**src/rtl/dcache_dm.sv**
```systemverilog
// -----------------------------------------------------------------------------
// dcache_dm -- direct-mapped, write-back, write-allocate data cache.
//
// Sits between the core data port and a line-wide (128-bit) backing memory.
// Hits complete combinationally in the same cycle. A miss stalls the core
// (dhit=0) while a dirty victim is written back and the requested line is
// refilled. The access is then retried in COMPARE, where it hits; a pending
// store is merged into the line at that point.
//
// Ports:
//   clk, reset          rising-edge clock, synchronous active-low reset
//   MemRead, MemWrite   core request (both high = store)
//   ByteD               1 = byte access, 0 = word access
//   ALUOut              byte address from the core
//   WriteData           store data (byte stores use [7:0])
//   ReadData            aligned word at {ALUOut[31:2],2'b00}
//   dhit                1 = access done / idle, 0 = stall
//   mem_req/mem_we      registered memory request / 1 = write-back
//   mem_addr            registered line-aligned memory address
//   mem_wdata           victim line for write-back
//   mem_rdata/mem_ready refill data and one-cycle completion pulse
//   hit_count           saturating count of hit accesses
//   miss_count          saturating count of miss accesses
// -----------------------------------------------------------------------------
module dcache_dm #(
  parameter int LINES   = 4,
  parameter int INDEX_W = $clog2(LINES)
) (
  input  logic         clk,
  input  logic         reset,
  input  logic         MemRead,
  input  logic         MemWrite,
  input  logic         ByteD,
  input  logic [31:0]  ALUOut,
  input  logic [31:0]  WriteData,
  output logic [31:0]  ReadData,
  output logic         dhit,
  output logic         mem_req,
  output logic         mem_we,
  output logic [31:0]  mem_addr,
  output logic [127:0] mem_wdata,
  input  logic [127:0] mem_rdata,
  input  logic         mem_ready,
  output logic [15:0]  hit_count,
  output logic [15:0]  miss_count
);

  localparam int TAG_W = 28 - INDEX_W;

  typedef enum logic [1:0] {
    S_COMPARE   = 2'd0,
    S_WRITEBACK = 2'd1,
    S_REFILL    = 2'd2
  } state_t;

  // Merge a word or single-byte store into a 128-bit line.
  function automatic logic [127:0] merge_store(
    input logic [127:0] line,
    input logic [1:0]   word,
    input logic [1:0]   lane,
    input logic         byte_acc,
    input logic [31:0]  wdata
  );
    logic [127:0] res;
    res = line;
    if (byte_acc) begin
      res[{word, lane, 3'b000} +: 8] = wdata[7:0];
    end else begin
      res[{word, 5'b00000} +: 32] = wdata;
    end
    return res;
  endfunction

  // State and storage
  state_t             state_q, state_d;
  logic               valid_q [LINES];
  logic               valid_d [LINES];
  logic               dirty_q [LINES];
  logic               dirty_d [LINES];
  logic [TAG_W-1:0]   tag_q   [LINES];
  logic [TAG_W-1:0]   tag_d   [LINES];
  logic [127:0]       line_q  [LINES];
  logic [127:0]       line_d  [LINES];

  logic               mem_req_q, mem_req_d;
  logic               mem_we_q, mem_we_d;
  logic [31:0]        mem_addr_q, mem_addr_d;
  logic [15:0]        hit_count_q, hit_count_d;
  logic [15:0]        miss_count_q, miss_count_d;

  // Address split
  logic [TAG_W-1:0]   req_tag;
  logic [INDEX_W-1:0] req_idx;
  logic [1:0]         req_word;
  logic [1:0]         req_byte;

  assign req_tag  = ALUOut[31:4+INDEX_W];
  assign req_idx  = ALUOut[3+INDEX_W:4];
  assign req_word = ALUOut[3:2];
  assign req_byte = ALUOut[1:0];

  // Lookup of the indexed line
  logic               access;
  logic               in_compare;
  logic               tag_match;
  logic               hit;
  logic               miss;
  logic [127:0]       cur_line;
  logic [TAG_W-1:0]   cur_tag;

  assign access     = MemRead | MemWrite;
  assign in_compare = (state_q == S_COMPARE);
  assign cur_line   = line_q[req_idx];
  assign cur_tag    = tag_q[req_idx];
  assign tag_match  = valid_q[req_idx] && (cur_tag == req_tag);
  assign hit        = in_compare && access && tag_match;
  assign miss       = in_compare && access && !tag_match;

  assign ReadData   = cur_line[{req_word, 5'b00000} +: 32];
  assign dhit       = in_compare && (!access || tag_match);
  // The victim line stays untouched until the refill lands, so it can be
  // driven straight from the array during WRITEBACK.
  assign mem_wdata  = cur_line;

  assign mem_req    = mem_req_q;
  assign mem_we     = mem_we_q;
  assign mem_addr   = mem_addr_q;
  assign hit_count  = hit_count_q;
  assign miss_count = miss_count_q;

  // Next-state, array update and counter logic
  always_comb begin
    state_d      = state_q;
    valid_d      = valid_q;
    dirty_d      = dirty_q;
    tag_d        = tag_q;
    line_d       = line_q;
    hit_count_d  = hit_count_q;
    miss_count_d = miss_count_q;

    case (state_q)
      S_COMPARE: begin
        if (hit) begin
          if (MemWrite) begin
            line_d[req_idx]  = merge_store(cur_line, req_word, req_byte, ByteD, WriteData);
            dirty_d[req_idx] = 1'b1;
          end else begin
            dirty_d[req_idx] = dirty_q[req_idx];
          end
          if (hit_count_q != 16'hFFFF) begin
            hit_count_d = hit_count_q + 16'd1;
          end else begin
            hit_count_d = hit_count_q;
          end
        end else if (miss) begin
          if (miss_count_q != 16'hFFFF) begin
            miss_count_d = miss_count_q + 16'd1;
          end else begin
            miss_count_d = miss_count_q;
          end
          if (valid_q[req_idx] && dirty_q[req_idx]) begin
            state_d = S_WRITEBACK;
          end else begin
            state_d = S_REFILL;
          end
        end else begin
          state_d = S_COMPARE;
        end
      end
      S_WRITEBACK: begin
        if (mem_ready) begin
          state_d = S_REFILL;
        end else begin
          state_d = S_WRITEBACK;
        end
      end
      S_REFILL: begin
        if (mem_ready) begin
          line_d[req_idx]  = mem_rdata;
          tag_d[req_idx]   = req_tag;
          valid_d[req_idx] = 1'b1;
          dirty_d[req_idx] = 1'b0;
          state_d          = S_COMPARE;
        end else begin
          state_d = S_REFILL;
        end
      end
      default: begin
        state_d = S_COMPARE;
      end
    endcase
  end

  // Memory interface registers follow the state being entered, so they are
  // valid for the whole WRITEBACK/REFILL stay and drop on return to COMPARE.
  always_comb begin
    mem_req_d  = 1'b0;
    mem_we_d   = 1'b0;
    mem_addr_d = 32'h0000_0000;
    case (state_d)
      S_WRITEBACK: begin
        mem_req_d  = 1'b1;
        mem_we_d   = 1'b1;
        mem_addr_d = {cur_tag, req_idx, 4'b0000};
      end
      S_REFILL: begin
        mem_req_d  = 1'b1;
        mem_we_d   = 1'b0;
        mem_addr_d = {req_tag, req_idx, 4'b0000};
      end
      default: begin
        mem_req_d  = 1'b0;
        mem_we_d   = 1'b0;
        mem_addr_d = 32'h0000_0000;
      end
    endcase
  end

  // Control state, line status bits, memory request and counters
  always_ff @(posedge clk) begin
    if (!reset) begin
      state_q      <= S_COMPARE;
      valid_q      <= '{default: 1'b0};
      dirty_q      <= '{default: 1'b0};
      mem_req_q    <= 1'b0;
      mem_we_q     <= 1'b0;
      mem_addr_q   <= 32'h0000_0000;
      hit_count_q  <= 16'h0000;
      miss_count_q <= 16'h0000;
    end else begin
      state_q      <= state_d;
      valid_q      <= valid_d;
      dirty_q      <= dirty_d;
      mem_req_q    <= mem_req_d;
      mem_we_q     <= mem_we_d;
      mem_addr_q   <= mem_addr_d;
      hit_count_q  <= hit_count_d;
      miss_count_q <= miss_count_d;
    end
  end

  // Tag and data arrays: not cleared by reset, but frozen while it is held
  // so an abandoned refill never lands.
  always_ff @(posedge clk) begin
    if (reset) begin
      tag_q  <= tag_d;
      line_q <= line_d;
    end
  end

endmodule

```
**config.mk**
```make
export PLATFORM = sky130hd
export DESIGN_NAME = dcache_dm
export DESIGN_NICKNAME = d
export VERILOG_FILES = /design/src/rtl/dcache_dm.sv
export SDC_FILE = /design/constraint.sdc
export NUM_CORES = 2
export LEC_CHECK = 0
export CAP_MARGIN = 20
export CORE_MARGIN = 5
export CORE_UTILIZATION = 35
export CTS_BUF_LIST = sky130_fd_sc_hd__clkbuf_16
export CTS_CLUSTER_SIZE = 28
export DETAILED_ROUTE_END_ITERATION = 8
export GPL_ROUTABILITY_DRIVEN = 0
export PLACE_DENSITY = 0.61
export SETUP_SLACK_MARGIN = 0.5
export SYNTH_ARGS = -nofsm -noshare
export SYNTH_HDL_FRONTEND = slang
export SYNTH_SLANG_ARGS = --single-unit
```
**constraint.sdc**
```tcl
create_clock -name clk -period 9.3 [get_ports clk]
set_clock_uncertainty 0.2 [all_clocks]
set_input_delay 1.86 -clock clk [delete_from_list [all_inputs] [get_ports clk]]
set_output_delay 1.86 -clock clk [all_outputs]
set_load 0.02 [all_outputs]
```
-- Yosys cells after proc, flatten, opt, wreduce, memory -nomap -nowiden
Cells that the tools add are included.
- output and inout port bits: 227
- register bits: 692
- bits of input ports: 198
- word-level logic and storage cells: 114
- bitwise operators: 7
- shift-type cells: 5
- magnitude comparators: 2
- $add $sub $neg: 4
- equal/unequal tests: 10
- reduce and logical (&&, ||, !) cells: 19
- mux-type cells: 45
- operators by type and width (operator ; count):
    $mux 512 ; 3
    $bwmux 512 ; 2
    $pmux 512 s2 ; 1
    $mux 128 ; 7
    $bmux 128 s2 ; 1
    $bwmux 128 ; 2
    $demux 128 s2 ; 1
    $shift 32x9->128 const A ; 1
    $shift 8x9->128 const A ; 1
    $shiftx 128x8->32 ; 1
    $shiftx 32x9->128 ; 1
    $shiftx 8x9->128 ; 1
    $bwmux 104 ; 1
    $mux 26 ; 3
    $pmux 32 s2 ; 1
    $bmux 26 s2 ; 1
    $demux 26 s2 ; 1
    $add 16x1->16 const B ; 2
    $ne 16x16->1 const B ; 2
    $eq 26x26->1 ; 1
    $neg 7->9 ; 2
    $mux 4 ; 3
    $mux 2 ; 5
    $reduce_and 3->1 ; 3
    other kinds (27) ; 45

-- Longest topological paths before layout
- depth after elaboration: 14
- mapped depth: 16
- gate-level depth less buffers: 10

-- Least setup slack after synthesis
Ideal clock, no wire load.
- path type: in2reg
- from: input ALUOut[5]
- to: register line_q[0] (netlist name) (enable)
- slack: -0.686 ns
- library setup time: 0.617 ns
- data required time: 8.483 ns
- path buffers: 5
- arrival: 9.168 ns
- stages on the path: 12
- cell sequence: buf_2 buf_6 buf_4 mux4_2 xnor2_1 nand4_1 nor3_2 o2111a_1 buf_2 buf_4 a21boi_0 nor2_1
- longest elaborated chain between the ends: 9
- elaborated cells between the ends (all ways): 12
- those cells by class: eq/ne (2); mux (6); bitwise (1); reduce/logical (3)
- RTL lines (item ; RTL line ; RTL):
    start: declaration ; 34 ; input logic [31:0] ALUOut,
    $not 2->3 (implied by the code) * ; 114, 115 ;
    $bmux 26 s2 ; 114 ; assign cur_tag = tag_q[req_idx];
    $mux 26 (implied by the code) (2 in series) ; 114 ;
    $eq 26x26->1 ; 115 ; assign tag_match = valid_q[req_idx] && (cur_tag == req_tag);
    $logic_and 1x1->1 * ; 115 ;
    $logic_and 1x1->1 * ; 116 ; assign hit = in_compare && access && tag_match;
    $ne 2x1->1 (no source line) * ; n/a ;
    $reduce_and 5->1 (no source line) * ; n/a ;
    end signal: assignment ; 247 ; line_q <= line_d;
    end: declaration ; 82 ; logic [127:0] line_q [LINES];
Every way passes the cells marked *; elsewhere a longest branch is shown, timed or not. The select of a mux whose other input is x is not followed.
A chain may end at the register's enable or synchronous reset.

-- Worst setup path after layout
- from: input ALUOut[4]
- to: output dhit
- longest elaborated chain between the ends: 8
- elaborated cells between the ends (all ways): 11
- those cells by class: eq/ne (1); mux (6); bitwise (1); reduce/logical (3)
- RTL lines (item ; RTL line ; RTL):
    $not 2->3 (implied by the code) * ; 114, 115 ;
    $bmux 26 s2 ; 114 ;
    $mux 26 (implied by the code) (2 in series) ; 114 ;
    $eq 26x26->1 ; 115 ;
    $logic_and 1x1->1 * ; 115 ;
    $logic_or 1x1->1 * ; 120 ; assign dhit = in_compare && (!access || tag_match);
    $logic_and 1x1->1 * ; 120 ;
    end: declaration ; 37 ; output logic dhit,
Marks and branches as above.

==> results.cfg <==
[timing]
rsz0062_at_grt = no
setup_ws_ps = 2071
maxSlewViolCount = 0
timing.fmax_mhz = 138.3
fin_setup_tns_ps = 0
setup_violations = 0
hold_violations = 0
fin_crit_ps = 7229
relSlewSlack_pct = 18.36
post-route-period-util_pct = 77.73
tightest_slew_ps = 1225

[finish]
mostFrequentLayoutCells = edfxtp_1, nor2_1, clkdlybuf4s50_1
fin_nets = 3227
drive_gt1_share_pct = 12.77
stdcell_area_sq_um = 41850
layout_commonest_cell = edfxtp_1
final_cells = 4371
areaGrowthSynthToFinish_pct = 23.20

[die]
pin_count = 425
coreArea_sq_um = 96570
dieWidth_um = 321.6
start_util_pct = 35.18
die_y_um = 321.6
die-area_sq_um = 103400
rows = 114

[cts]
cts_root_buf = clkbuf_16
clk_latency_ps = 640
post_cts_resized = 0
cts_tree = yes
cts_hold_buffers = 0
cts_made_buffers = 77
post-cts-setup-buffers = 0
numClockSinks = 688
cts.clk_slew.worst_paths_ps = 60
htreeDepth = 3
max-clock-path-buffers = 3

[worst_setup_path]
crit_path_max_fanout = 83
reg2reg_depth = 10
max_stage_delay_ps = 610
cp_num_cells = 9
worstSetupEndpointType = primary output
slowest_stage = clkdlybuf4s50_1
crit_family = buffers and inverters
critPathLaunchType = primary input
cp_num_buf_inv = 4
path_cells = buf_8 > buf_12 > mux2i_1 > a22o_1 > a2111oi_2 > o2111a_1 > buf_4 > o21a_1 > clkdlybuf4s50_1
required_ps = 7240
arrival_ps = 5170
crit_type = in2out

[detailed_routing]
postRouteAntennaNets = 0
firstDrtPassIters = 8
drc = 0
routed_wl_mm = 131.2
via_per_inst = 6.134
drt_iter0_drc = 3380
wire_per_inst_um = 30.01
vias = 26810

[place]
dpl_cell_area_sq_um = 39410
dp_slack_ps = 2000
dpl.cell_count = 4214
dp_hpwl_mm = 83.09
io_buffers = 420

[yosys]
synth_edf_count = 616
synth_top_area_share_pct = 54.45
synth_cell_type_count = 69
synth_area_leader_cell = edfxtp_1
ys_seq_area_share_pct = 58.69
syn_area_sq_um = 33970
synth_area_leaders = edfxtp_1, mux4_2, nor2_1
ys.flop_type = edfxtp_1
syn_area_per_cell_sq_um = 12.45
syn_inst = 2729
ys_seq_elements = 688
ys_warn_count = 0
async_flop_share_pct = 0

[power_and_ir_drop]
power_per_cell_area_nw_per_um2 = 180.0
ir_drop_uv = 167.2
total_power_mw = 7.535
total_leakage_power_nw = 13.41

[global_route]
track_usage_pct = 24.35
grt_max_degree = 202
grt_pass1_vias = 26040
grt_pass1_wl_mm = 186.6
overflow = 0
antenna_found_initial = 25

[run]
maxCapViolations = 0

[hold_path]
min_path_cells = 1
min_path_type = reg2reg

[run_status]
status = completed
-- kinds of logic after synthesis --
logic type | after synthesis | share of synthesized area, %
muxes | 226 | 13.14
other | 1 | 0.01104
buffers and inverters | 302 | 3.591
AOI/OAI and AO/OA | 623 | 12.76
adders and majority gates | 10 | 0.3683
DFF | 688 | 58.69
xor gates and xnor gates | 23 | 0.5929
and+or+nand+nor | 856 | 10.84
-- worst reg2reg max path: stages, from the launching register on --
cell	delay (ps)
edfxtp_1	360
mux4_2	510
xnor2_1	230
o2111ai_1	160
a2111oi_2	370
o2111a_1	280
buf_4	290
a21boi_0	170
buf_4	200
nor2_4	770
buf_4	890
-- power by group --
part / total [mW] / internal (mW) / switching, mW
Clock: 2.92 / 1.65 / 1.27
Combinational: 1.20 / 0.424 / 0.775
Sequential: 3.42 / 3.41 / 0.0109
-- flip-flops by register name, indices dropped and copies added, names as in the netlist --
name / cells
line_q: 512
tag_q: 104
mem_addr: 28
hit_count: 16
miss_count: 16
dirty_q: 4
valid_q: 4
state_q: 2
mem_req: 1
mem_we: 1
-- cells in the mapped netlist (19+ instances only) --
cell type  count
edfxtp_1     616
nor2_1       558
clkbuf_1     239
mux4_2       176
a21oi_1      141
o21ai_0      139
nand3_1      136
a221oi_1     126
a311oi_1     117
dfxtp_1       72
nand2_1       63
mux2i_1       49
buf_2         24
nand2b_1      21
inv_1         19
xnor2_1       19
-- layout make-up --
| type | count | area (sq um) |
|---|---|---|
| fill | 8907 | 54710 |
| multi-input combinational | 1742 | 12990 |
| sequential | 688 | 19940 |
| clock inverter | 59 | 387.9 |
| inverter | 21 | 78.83 |
| clock buffer | 79 | 1977 |
| timing repair buffer | 489 | 4842 |
| tap | 1276 | 1597 |
| antenna | 17 | 42.54 |
-- per-layer routing --
| layer | GRT usage (%) | share of wire (%) |
|---|---|---|
| met2 | 36.21 | 45 |
| met5 | 0 | 0.060 |
| met4 | 11.05 | 4.5 |
| met1 | 32.68 | 38 |
| met3 | 7.817 | 13 |
-- through the flow --
stage          utilization (%)  hold slack, ps
2_1_floorplan                -           221.0
4_1_cts                  43.26           270.3
6_report                 43.34           272.5
3_5_place_dp             40.81           255.6
3_3_place_gp             40.80           229.3
5_1_grt                  43.33           276.8
-- path summary, 6_finish.rpt --
check                           startpoint          end  slack [ps]
worst max-delay path             ALUOut[4]         dhit        2070
worst min-delay path            valid_q[0]   valid_q[0]         270
worst min register to register  valid_q[0]   valid_q[0]         270
worst max register to register   tag_q[21]  line_q[430]        4430
Power figures use the tool's default switching activity.
